`src/rtl/mc_pkg.sv`:
```
// mc_pkg: shared constants for the multi-cycle main controller.
//   - instruction opcode / funct field values
//   - ALU operation codes driven on alu_func
//   - ALU-B operand and PC-source mux encodings
//   - 4-bit FSM state encodings (S_IDLE = 0)
//   - control-output bundle type and a retire-state helper
package mc_pkg;

    // Opcodes (instr[31:26])
    localparam logic [5:0] OP_RTYPE = 6'h00;
    localparam logic [5:0] OP_J     = 6'h02;
    localparam logic [5:0] OP_BEQ   = 6'h04;
    localparam logic [5:0] OP_ADDI  = 6'h08;
    localparam logic [5:0] OP_LW    = 6'h23;
    localparam logic [5:0] OP_SW    = 6'h2B;

    // R-type funct codes (instr[5:0])
    localparam logic [5:0] FN_ADD = 6'h20;
    localparam logic [5:0] FN_SUB = 6'h22;
    localparam logic [5:0] FN_AND = 6'h24;
    localparam logic [5:0] FN_OR  = 6'h25;
    localparam logic [5:0] FN_SLT = 6'h2A;

    // ALU operation codes
    localparam logic [2:0] ALU_ZERO = 3'b000;
    localparam logic [2:0] ALU_ADD  = 3'b001;
    localparam logic [2:0] ALU_SUB  = 3'b010;
    localparam logic [2:0] ALU_AND  = 3'b011;
    localparam logic [2:0] ALU_OR   = 3'b100;
    localparam logic [2:0] ALU_SLT  = 3'b101;

    // ALU B-operand select
    localparam logic [1:0] ALUB_REG    = 2'b00;
    localparam logic [1:0] ALUB_FOUR   = 2'b01;
    localparam logic [1:0] ALUB_IMM    = 2'b10;
    localparam logic [1:0] ALUB_IMM_SH = 2'b11;

    // PC source select
    localparam logic [1:0] PCSRC_ALU    = 2'b00;
    localparam logic [1:0] PCSRC_ALUOUT = 2'b01;
    localparam logic [1:0] PCSRC_JUMP   = 2'b10;

    // FSM state encodings
    localparam logic [3:0] S_IDLE     = 4'd0;
    localparam logic [3:0] S_FETCH    = 4'd1;
    localparam logic [3:0] S_DECODE   = 4'd2;
    localparam logic [3:0] S_MEM_ADDR = 4'd3;
    localparam logic [3:0] S_MEM_RD   = 4'd4;
    localparam logic [3:0] S_MEM_WB   = 4'd5;
    localparam logic [3:0] S_MEM_WR   = 4'd6;
    localparam logic [3:0] S_EXEC_R   = 4'd7;
    localparam logic [3:0] S_R_WB     = 4'd8;
    localparam logic [3:0] S_EXEC_I   = 4'd9;
    localparam logic [3:0] S_I_WB     = 4'd10;
    localparam logic [3:0] S_BRANCH   = 4'd11;
    localparam logic [3:0] S_JUMP     = 4'd12;
    localparam logic [3:0] S_ILLEGAL  = 4'd13;

    // Datapath control bundle decoded from the current state
    typedef struct packed {
        logic       pc_write;
        logic       i_or_d;
        logic       mem_read;
        logic       mem_write;
        logic       ir_write;
        logic       reg_dst;
        logic       mem_to_reg;
        logic       reg_write;
        logic       alu_src_a;
        logic [1:0] alu_src_b;
        logic [1:0] pc_source;
        logic [2:0] alu_func;
        logic       illegal_op;
    } ctrl_t;

    // States that always complete an instruction when they are left.
    // S_MEM_WR retires only on its mem_ready cycle, so it is handled apart.
    function automatic logic retires_unconditionally(logic [3:0] st);
        return (st == S_MEM_WB) || (st == S_R_WB) || (st == S_I_WB) ||
               (st == S_BRANCH) || (st == S_JUMP);
    endfunction

endpackage

```
`src/rtl/mc_if.sv`:
```
// mc_if: controller <-> datapath bundle.
//   master (controller): samples opcode/funct/zero/mem_ready, drives all
//                        mux selects, strobes, status pulses, counter, state.
//   slave  (datapath):   the mirror image.
interface mc_if #(
    parameter int CNT_W = 32
);
    logic [5:0]       opcode;
    logic [5:0]       funct;
    logic             zero;
    logic             mem_ready;
    logic             pc_write;
    logic             i_or_d;
    logic             mem_read;
    logic             mem_write;
    logic             ir_write;
    logic             reg_dst;
    logic             mem_to_reg;
    logic             reg_write;
    logic             alu_src_a;
    logic [1:0]       alu_src_b;
    logic [1:0]       pc_source;
    logic [2:0]       alu_func;
    logic             illegal_op;
    logic             retired;
    logic [CNT_W-1:0] instr_count;
    logic [3:0]       state_dbg;

    modport master (
        input  opcode, funct, zero, mem_ready,
        output pc_write, i_or_d, mem_read, mem_write, ir_write, reg_dst,
               mem_to_reg, reg_write, alu_src_a, alu_src_b, pc_source,
               alu_func, illegal_op, retired, instr_count, state_dbg
    );

    modport slave (
        output opcode, funct, zero, mem_ready,
        input  pc_write, i_or_d, mem_read, mem_write, ir_write, reg_dst,
               mem_to_reg, reg_write, alu_src_a, alu_src_b, pc_source,
               alu_func, illegal_op, retired, instr_count, state_dbg
    );
endinterface

```
`src/rtl/mc_alu_decoder.sv`:
```
// mc_alu_decoder: combinational R-type funct decoder.
//   funct_i       in  6  instr[5:0]
//   alu_func_o    out 3  ALU operation for this funct (000 when unsupported)
//   funct_valid_o out 1  funct is one of the supported R-type operations
module mc_alu_decoder
    import mc_pkg::*;
(
    input  logic [5:0] funct_i,
    output logic [2:0] alu_func_o,
    output logic       funct_valid_o
);

    always_comb begin
        alu_func_o    = ALU_ZERO;
        funct_valid_o = 1'b1;
        case (funct_i)
            FN_ADD:  alu_func_o = ALU_ADD;
            FN_SUB:  alu_func_o = ALU_SUB;
            FN_AND:  alu_func_o = ALU_AND;
            FN_OR:   alu_func_o = ALU_OR;
            FN_SLT:  alu_func_o = ALU_SLT;
            default: funct_valid_o = 1'b0;
        endcase
    end

endmodule

```
`src/rtl/mc_control.sv`:
```
// mc_control: multi-cycle main controller for the CPU datapath.
//   clk  in  system clock, rising edge
//   rst  in  synchronous active-high reset (overrides every input)
//   ctl  mc_if.master: opcode/funct/zero/mem_ready in; mux selects, memory
//        strobes, register write enable, alu_func, illegal_op, retired,
//        instr_count and state_dbg out.
// Outputs are decoded from the state alone, except pc_write/ir_write in
// S_FETCH (follow mem_ready), pc_write in S_BRANCH (follows zero) and
// retired in S_MEM_WR (follows mem_ready).
module mc_control
    import mc_pkg::*;
#(
    parameter int CNT_W = 32
) (
    input  logic clk,
    input  logic rst,
    mc_if.master ctl
);

    logic [3:0]       state_q, state_d;
    logic [CNT_W-1:0] count_q, count_d;
    ctrl_t            ctrl;
    logic             retire;
    logic [2:0]       dec_alu_func;
    logic             dec_funct_valid;

    mc_alu_decoder u_alu_dec (
        .funct_i       (ctl.funct),
        .alu_func_o    (dec_alu_func),
        .funct_valid_o (dec_funct_valid)
    );

    // Next-state logic
    always_comb begin
        state_d = state_q;
        case (state_q)
            S_IDLE:  state_d = S_FETCH;
            S_FETCH: if (ctl.mem_ready) state_d = S_DECODE;
            S_DECODE: begin
                case (ctl.opcode)
                    OP_LW, OP_SW: state_d = S_MEM_ADDR;
                    OP_RTYPE:     state_d = dec_funct_valid ? S_EXEC_R : S_ILLEGAL;
                    OP_ADDI:      state_d = S_EXEC_I;
                    OP_BEQ:       state_d = S_BRANCH;
                    OP_J:         state_d = S_JUMP;
                    default:      state_d = S_ILLEGAL;
                endcase
            end
            // The IR is only loaded in S_FETCH, so opcode is still the
            // current instruction here.
            S_MEM_ADDR: state_d = (ctl.opcode == OP_SW) ? S_MEM_WR : S_MEM_RD;
            S_MEM_RD:   if (ctl.mem_ready) state_d = S_MEM_WB;
            S_MEM_WR:   if (ctl.mem_ready) state_d = S_FETCH;
            S_EXEC_R:   state_d = S_R_WB;
            S_EXEC_I:   state_d = S_I_WB;
            S_MEM_WB, S_R_WB, S_I_WB, S_BRANCH, S_JUMP, S_ILLEGAL:
                        state_d = S_FETCH;
            // Unused encodings fall back to a clean restart.
            default:    state_d = S_IDLE;
        endcase
    end

    // Output decode
    always_comb begin
        ctrl = '0;
        case (state_q)
            S_FETCH: begin
                ctrl.mem_read  = 1'b1;
                ctrl.alu_src_b = ALUB_FOUR;
                ctrl.alu_func  = ALU_ADD;
                ctrl.pc_source = PCSRC_ALU;
                ctrl.ir_write  = ctl.mem_ready;
                ctrl.pc_write  = ctl.mem_ready;
            end
            S_DECODE: begin
                // Speculatively compute the branch target into ALUOut.
                ctrl.alu_src_b = ALUB_IMM_SH;
                ctrl.alu_func  = ALU_ADD;
            end
            S_MEM_ADDR, S_EXEC_I: begin
                ctrl.alu_src_a = 1'b1;
                ctrl.alu_src_b = ALUB_IMM;
                ctrl.alu_func  = ALU_ADD;
            end
            S_MEM_RD: begin
                ctrl.mem_read = 1'b1;
                ctrl.i_or_d   = 1'b1;
            end
            S_MEM_WB: begin
                ctrl.reg_write  = 1'b1;
                ctrl.mem_to_reg = 1'b1;
            end
            S_MEM_WR: begin
                ctrl.mem_write = 1'b1;
                ctrl.i_or_d    = 1'b1;
            end
            S_EXEC_R: begin
                ctrl.alu_src_a = 1'b1;
                ctrl.alu_src_b = ALUB_REG;
                ctrl.alu_func  = dec_alu_func;
            end
            S_R_WB: begin
                ctrl.reg_write = 1'b1;
                ctrl.reg_dst   = 1'b1;
            end
            S_I_WB: ctrl.reg_write = 1'b1;
            S_BRANCH: begin
                ctrl.alu_src_a = 1'b1;
                ctrl.alu_src_b = ALUB_REG;
                ctrl.alu_func  = ALU_SUB;
                ctrl.pc_source = PCSRC_ALUOUT;
                ctrl.pc_write  = ctl.zero;
            end
            S_JUMP: begin
                ctrl.pc_source = PCSRC_JUMP;
                ctrl.pc_write  = 1'b1;
            end
            S_ILLEGAL: ctrl.illegal_op = 1'b1;
            default: ;
        endcase
    end

    // A reset in the same cycle as a retire suppresses the retire pulse.
    assign retire = !rst && (retires_unconditionally(state_q) ||
                             (state_q == S_MEM_WR && ctl.mem_ready));

    // Free-running count, wraps from all-ones to zero.
    assign count_d = retire ? count_q + CNT_W'(1) : count_q;

    always_ff @(posedge clk) begin
        if (rst) begin
            state_q <= S_IDLE;
            count_q <= '0;
        end else begin
            state_q <= state_d;
            count_q <= count_d;
        end
    end

    assign ctl.pc_write    = ctrl.pc_write;
    assign ctl.i_or_d      = ctrl.i_or_d;
    assign ctl.mem_read    = ctrl.mem_read;
    assign ctl.mem_write   = ctrl.mem_write;
    assign ctl.ir_write    = ctrl.ir_write;
    assign ctl.reg_dst     = ctrl.reg_dst;
    assign ctl.mem_to_reg  = ctrl.mem_to_reg;
    assign ctl.reg_write   = ctrl.reg_write;
    assign ctl.alu_src_a   = ctrl.alu_src_a;
    assign ctl.alu_src_b   = ctrl.alu_src_b;
    assign ctl.pc_source   = ctrl.pc_source;
    assign ctl.alu_func    = ctrl.alu_func;
    assign ctl.illegal_op  = ctrl.illegal_op;
    assign ctl.retired     = retire;
    assign ctl.instr_count = count_q;
    assign ctl.state_dbg   = state_q;

endmodule

```
`src/flat_wrapper.sv`:
```
// flat-port wrapper written by rule: the top's interface ports become plain ports
module mc_control_flat import mc_pkg::*;
#(
    parameter int CNT_W = 32
)
  (clk, rst, ctl_opcode, ctl_funct, ctl_zero, ctl_mem_ready, ctl_pc_write, ctl_i_or_d, ctl_mem_read, ctl_mem_write, ctl_ir_write, ctl_reg_dst, ctl_mem_to_reg, ctl_reg_write, ctl_alu_src_a, ctl_alu_src_b, ctl_pc_source, ctl_alu_func, ctl_illegal_op, ctl_retired, ctl_instr_count, ctl_state_dbg);
  mc_if #(.CNT_W(CNT_W)) ctl_i ();
  input  logic clk;
  input  logic rst;
  input wire logic [$bits(ctl_i.opcode)-1:0] ctl_opcode;
  input wire logic [$bits(ctl_i.funct)-1:0] ctl_funct;
  input wire logic [$bits(ctl_i.zero)-1:0] ctl_zero;
  input wire logic [$bits(ctl_i.mem_ready)-1:0] ctl_mem_ready;
  output wire logic [$bits(ctl_i.pc_write)-1:0] ctl_pc_write;
  output wire logic [$bits(ctl_i.i_or_d)-1:0] ctl_i_or_d;
  output wire logic [$bits(ctl_i.mem_read)-1:0] ctl_mem_read;
  output wire logic [$bits(ctl_i.mem_write)-1:0] ctl_mem_write;
  output wire logic [$bits(ctl_i.ir_write)-1:0] ctl_ir_write;
  output wire logic [$bits(ctl_i.reg_dst)-1:0] ctl_reg_dst;
  output wire logic [$bits(ctl_i.mem_to_reg)-1:0] ctl_mem_to_reg;
  output wire logic [$bits(ctl_i.reg_write)-1:0] ctl_reg_write;
  output wire logic [$bits(ctl_i.alu_src_a)-1:0] ctl_alu_src_a;
  output wire logic [$bits(ctl_i.alu_src_b)-1:0] ctl_alu_src_b;
  output wire logic [$bits(ctl_i.pc_source)-1:0] ctl_pc_source;
  output wire logic [$bits(ctl_i.alu_func)-1:0] ctl_alu_func;
  output wire logic [$bits(ctl_i.illegal_op)-1:0] ctl_illegal_op;
  output wire logic [$bits(ctl_i.retired)-1:0] ctl_retired;
  output wire logic [$bits(ctl_i.instr_count)-1:0] ctl_instr_count;
  output wire logic [$bits(ctl_i.state_dbg)-1:0] ctl_state_dbg;
  assign ctl_i.opcode = ctl_opcode;
  assign ctl_i.funct = ctl_funct;
  assign ctl_i.zero = ctl_zero;
  assign ctl_i.mem_ready = ctl_mem_ready;
  assign ctl_pc_write = ctl_i.pc_write;
  assign ctl_i_or_d = ctl_i.i_or_d;
  assign ctl_mem_read = ctl_i.mem_read;
  assign ctl_mem_write = ctl_i.mem_write;
  assign ctl_ir_write = ctl_i.ir_write;
  assign ctl_reg_dst = ctl_i.reg_dst;
  assign ctl_mem_to_reg = ctl_i.mem_to_reg;
  assign ctl_reg_write = ctl_i.reg_write;
  assign ctl_alu_src_a = ctl_i.alu_src_a;
  assign ctl_alu_src_b = ctl_i.alu_src_b;
  assign ctl_pc_source = ctl_i.pc_source;
  assign ctl_alu_func = ctl_i.alu_func;
  assign ctl_illegal_op = ctl_i.illegal_op;
  assign ctl_retired = ctl_i.retired;
  assign ctl_instr_count = ctl_i.instr_count;
  assign ctl_state_dbg = ctl_i.state_dbg;
  mc_control #(.CNT_W(CNT_W)) u_core (.clk(clk), .rst(rst), .ctl(ctl_i));
endmodule
```
`config.mk`:
```
export PLATFORM = sky130hd
export DESIGN_NAME = mc_control_flat
export DESIGN_NICKNAME = d
export VERILOG_FILES = /design/src/rtl/mc_pkg.sv /design/src/rtl/mc_if.sv /design/src/rtl/mc_alu_decoder.sv /design/src/rtl/mc_control.sv /design/src/flat_wrapper.sv
export SDC_FILE = /design/constraint.sdc
export NUM_CORES = 1
export LEC_CHECK = 0
export CAP_MARGIN = 20
export CORE_MARGIN = 2
export CORE_UTILIZATION = 47
export DETAILED_ROUTE_END_ITERATION = 6
export PLACE_DENSITY = 0.8
export SETUP_SLACK_MARGIN = 0.3
export SLEW_MARGIN = 20
export SYNTH_ARGS = -nofsm -noshare
export SYNTH_HDL_FRONTEND = slang
export SYNTH_SLANG_ARGS = --single-unit
export TNS_END_PERCENT = 30
```
`constraint.sdc`:
```
create_clock -name clk -period 2.5 [get_ports clk]
set_input_delay 0.375 -clock clk [delete_from_list [all_inputs] [get_ports clk]]
set_output_delay 0.375 -clock clk [all_outputs]
set_load 0.1 [all_outputs]
```
## Word-level counts from Yosys, hierarchy flattened

Index checks and enable logic that the tools add are counted.

| storage, ports and cells | value |
|---|---|
| flip-flop bits (word level) | 36 |
| input bits | 16 |
| output and inout port bits | 54 |
| logic and storage cells | 71 |

| operators by class | value |
|---|---|
| $add $sub $neg | 1 |
| equality and inequality tests | 26 |
| muxes and demuxes | 22 |
| reductions and logical operators | 20 |

Operators with widths:

| operator | count |
|---|---|
| $eq A6 B6 Y1 const B | 7 |
| $add A32 B1 Y32 const B | 1 |
| $pmux W4 S8 | 1 |
| $eq A4 B4 Y1 const B | 6 |
| $pmux W4 S5 | 1 |
| $eq A4 B3 Y1 const B | 4 |
| $mux W4 | 4 |
| $pmux W3 S5 | 1 |
| $mux W1 | 10 |
| $pmux W3 S3 | 1 |
| $eq A4 B2 Y1 const B | 2 |
| $reduce_or A2 Y1 | 4 |
| $reduce_or A4 Y1 | 2 |
| $reduce_or A7 Y1 | 1 |
| $eq A6 B2 Y1 const B | 1 |
| $eq A6 B3 Y1 const B | 1 |
| $eq A6 B4 Y1 const B | 1 |
| $logic_not A6 Y1 | 1 |
| $ne A2 B2 Y1 const B | 3 |
| $pmux W2 S3 | 1 |
| $logic_or A1 B1 Y1 | 5 |
| $reduce_or A5 Y1 | 1 |
| $eq A4 B1 Y1 const B | 1 |
| $logic_not A4 Y1 | 1 |
| 7 further kinds | 8 |

## Longest topological paths before layout

| depth | value |
|---|---|
| word-level depth | 7 |
| depth in mapped cells | 7 |
| depth with buffers taken out | 5 |

## Hierarchy

Synthesis repeated with hierarchy kept, for this count alone.

| unflattened totals | value |
|---|---|
| cell total of the unflattened synthesis | 274 |
| area total of the unflattened synthesis | 2,152.1 um2 |

By module, submodules not included:

| module | times used | cells each | area each (um2) | seq. area each (um2) |
|---|---|---|---|---|
| mc_control | 1 | 261 | 2,053.2 | 720.7 |
| mc_alu_decoder | 1 | 13 | 98.8 | 0.0 |

## Least setup slack after synthesis

No wires, ideal clock.

| path | value |
|---|---|
| kind | register to output |
| from | register u_core.state_q[3] (netlist: u_core.ctl.state_dbg[3]) |
| to | output port ctl_pc_write |
| data arrival time | 4,632 ps |
| data required time | 2,125 ps |
| path slack | -2,507 ps |
| cell stages (with the launch flop) | 6 |
| buffers on the path | 2 |
| path through | dfxtp_1 buf_6 clkbuf_1 nand2_1 nor3_1 o21bai_1 |

| between the ends | value |
|---|---|
| longest elaborated chain between the ends | 2 |
| elaborated cells between the ends (all ways) | 4 |
| those cells by class | eq/ne (3); mux (1) |

Ends and longest elaborated chain:

| what | RTL line | text |
|---|---|---|
| from (decl) | mc_control.sv:20 | `logic [3:0] state_q, state_d;` |
| from (signal assigned) | mc_control.sv:135 | `state_q <= state_d;` |
| $eq A4 B4 Y1 / $eq A4 B1 Y1 (equally long branches) | mc_control.sv:66 | `case (state_q)` |
| $pmux W1 S3 * | mc_control.sv:66 |  |
| to (decl) | flat_wrapper.sv:14 | `output wire logic [$bits(ctl_i.pc_write)-1:0] ctl_pc_write;` |

Mark *: on every way between the ends. The rest lies on a longest branch, timed or not.

## Worst setup path after layout

| path | value |
|---|---|
| from | input port ctl_funct[4] |
| to | output port ctl_alu_func[1] |

| between the ends | value |
|---|---|
| longest elaborated chain between the ends | 3 |
| elaborated cells between the ends (all ways) | 7 |
| those cells by class | eq/ne (5); mux (2) |

Ends and longest elaborated chain:

| what | RTL line | text |
|---|---|---|
| from (decl) | flat_wrapper.sv:11 | `input wire logic [$bits(ctl_i.funct)-1:0] ctl_funct;` |
| $eq A6 B6 Y1 | mc_alu_decoder.sv:16 | `case (funct_i)` |
| $pmux W3 S5 * | mc_alu_decoder.sv:16 |  |
| $pmux W3 S3 * | mc_control.sv:66 |  |
| to (decl) | flat_wrapper.sv:25 | `output wire logic [$bits(ctl_i.alu_func)-1:0] ctl_alu_func;` |

Marks and branches as above.

==> metrics.md <==
| Metric | Value |
|---|---|
| Crit Path Max Fanout | `2` |
| Peak VDD IR | `0.000278 V` |
| Vias | `2389` |
| WP data arrival | `1.85 ns` |
| Worst Max-Slew Pin Slew | `0.665 ns` |
| Synth cell types | `50` |
| Io pins | `70` |
| Synth area leader | `dfxtp_1` |
| Worst-path clk slew | `0.08 ns` |
| Most frequent cell after synthesis | `dfxtp_1` |
| Layout area overhead | `46.0%` |
| DRT iter0 DRCs | `144` |
| Die Ht | `72.8 microns` |
| Nets | `378` |
| Flops & latches, synth | `36` |
| Starting Density | `48.1%` |
| DRT antenna net count | `0` |
| Register area | `737 sq um` |
| Main synth FF type | `dfxtp_1` |
| Port bufs | `69` |
| Filler cells | `395` |
| Fin worst setup slack | `0.280 ns` |
| Crit path buffers/inverters | `2` |
| Register-to-register setup slack | `0.48 ns` |
| Crit-path leading delay family | `simple AND/OR/NAND/NOR gates` |
| Die ar. | `5300 sq um` |
| DP Wirelength | `4.25 mm` |
| Crit-path cells | `dlygate4sd2_1, nand2b_4, or3_1, or4_4, o21ai_4, buf_12` |
| CTS buffer count | `5` |
| Drt wl/cell | `14.6 microns` |
| Net Count, Synth | `300` |
| Setup violators final | `0` |
| DR vias/cell | `5.74` |
| Final non-filler cell area | `3250 sq um` |
| Chip Width | `72.8 microns` |
| Mapped Cells | `283` |
| Skew final | `0.00884 ns` |
| CP Capture Type | `output pin` |
| Layout cells sized above 1 | `34.0%` |
| F_max | `450 MHz` |
| Global-route wire length before repair | `9.96 mm` |
| Core Region | `4630 sq um` |
| Clock network power share | `26.4%` |
| PwrDens | `474 nW/um^2` |
| Final Cycle Share | `88.8%` |
| Util after Layout | `70.2%` |
| Detailed Route WL | `6.07 mm` |
| Drt pass-1 iters | `4` |
| P_leak | `1.28 nW` |
| Slowest CP cell | `or4_4` |
| H-tree depth | `2` |
| Largest net degree at the start of global routing | `44` |
| Dpl cell area | `3070 sq um` |
| Largest cells by area after synthesis | `dfxtp_1, nor2_1, a21oi_1, or4_1, xor2_1` |
| Total track usage | `23.4%` |
| Vias in the first global route | `2059` |
| Int Power | `0.941 mW` |
| Clk sink count | `36` |
| RD Place Congestion | `0.841` |
| Worst setup SP type | `primary input` |
| Fin. max-slew vios | `0` |
| FFs w/ async S/R, synth | `0%` |
| NetSw | `0.598 mW` |
| Rows | `25` |
| Ys Warns | `0` |
| Commonest cells in the netlist | `dfxtp_1, nor2_1, a21oi_1` |
| Antenna cells | `0` |
| Combinational power share | `35.1%` |
| CTS tree | `built` |
| Outcome | `complete, no violations` |
| CP max stage delay | `0.44 ns` |
| Mapped cell area | `2220 sq um` |
| Place WS | `0.0804 ns` |
| Total negative setup slack | `0 ns` |
| Deepest clock path buffer count | `2` |
| Share of total power in sequential cells | `38.4%` |
| Tmin final | `2.22 ns` |
| Crit Path Class | `primary input to output pin` |
| Post-synth top area share | `32.4%` |
| Clock insertion delay at the later pin of the skew report | `0.29 ns` |
| Hold Crit Class | `flop to flop` |
| Cts hold-fix bufs | `0` |
| Tot Pwr | `1.54 mW` |
| WP data required | `2.12 ns` |
| Rel. slew slack | `55.7%` |
| Clk root buf | `clkbuf_8` |
| Seq/Total Area, Yosys | `32.4%` |
| Max Cap Violations | `0` |
| Syn avg cell area | `7.86 sq um` |
| Final Hold Viols | `0` |
| Antenna violations before repair | `0` |
| GRT Residual Overflow | `0` |
| Unrepaired setup endpoints after global routing | `true` |
| Post-synth EDFFs | `0` |
| Drc violations | `0` |
| Multi-input gate area | `1520 sq um` |
| Sw frac | `38.9%` |
-- cells by family (layout without fill, tap and decap cells) --
family                     after synthesis  count (layout)  synth area share [%]
and+or+nand+nor                        124             124                  30.8
AOI/OAI and AO/OA                       76              76                  23.1
DFF                                     36              36                  32.4
buffers and inverters                   28             107                  5.51
xor gates and xnor gates                13              13                  5.12
muxes                                    5               5                  2.53
adders and majority gates                1               1                 0.562
-- worst paths after layout --
check,depth (start not counted),end,startpoint
worst min register to register,2,u_core.ctl.instr_count[31],u_core.ctl.instr_count[31]
worst min-delay path,2,u_core.ctl.instr_count[31],u_core.ctl.instr_count[31]
worst max register to register,6,u_core.ctl.instr_count[28],u_core.ctl.state_dbg[1]
worst max-delay path,6,ctl_alu_func[1],ctl_funct[4]
-- per-layer routing --
layer,vias to the layer above,routed length (microns),track usage [%]
met1,1112,2840,33.1
met3,4,236,4.70
met5,-,0,0
li1,1205,-,-
met4,0,46,5.14
met2,68,2950,36.9
-- cell type report --
| class | count | share of cell area (%) |
|---|---|---|
| clock buffers | 5 | 2.12 |
| clock inverters | 3 | 0.578 |
| inverters | 10 | 1.16 |
| multi-input cells | 219 | 46.7 |
| flip-flops and latches | 36 | 22.7 |
| well taps | 54 | 2.08 |
| repair buffers | 89 | 24.7 |
-- per-stage QoR --
| stage | hold slack (ns) | std cells |
|---|---|---|
| after floorplan | 0.525 | 283 |
| after global placement | 0.471 | 399 |
| after detailed placement | 0.482 | 399 |
| after CTS | 0.493 | 416 |
| after global routing | 0.519 | 416 |
| final | 0.488 | 416 |
-- flip-flops by register name (all words and copies together) (netlist names) --
register / flops
u_core.ctl.state_dbg: 4
u_core.ctl.instr_count: 32
-- placed cells by master (no fill, tap or decap), types with 6 or more instances in the layout --
cell	n
a21oi_1	19
buf_4	65
inv_1	10
buf_12	7
nor2_1	28
clkdlybuf4s50_1	10
o21ai_0	10
nand2b_1	6
nand3_1	7
nand2_1	14
or3_1	6
xor2_1	11
dfxtp_1	31
o31ai_1	11
or4_1	12
-- timing repair --
action,4_1_cts,5_1_grt
endpoints found under the setup margin,3,7
pin swaps,6,1
setup buffers,9,0
gates resized for setup,8,4
-- power groups by stage --
| stage | sequential, mW | combinational (mW) | clock [mW] |
|---|---|---|---|
| after floorplan | 0.662 | 0.321 | 0 |
| after global placement | 0.620 | 0.500 | 0 |
| after detailed placement | 0.620 | 0.506 | 0 |
| after CTS | 0.590 | 0.539 | 0.417 |
| after global routing | 0.593 | 0.565 | 0.439 |
| final | 0.591 | 0.541 | 0.406 |
-- tightest hold or removal path, stage by stage, from the launching register on --
cell	delay (ns)
dfxtp_1	0.33
o31ai_1	0.07
a21oi_1	0.05
(Power assumes the default switching activity.)
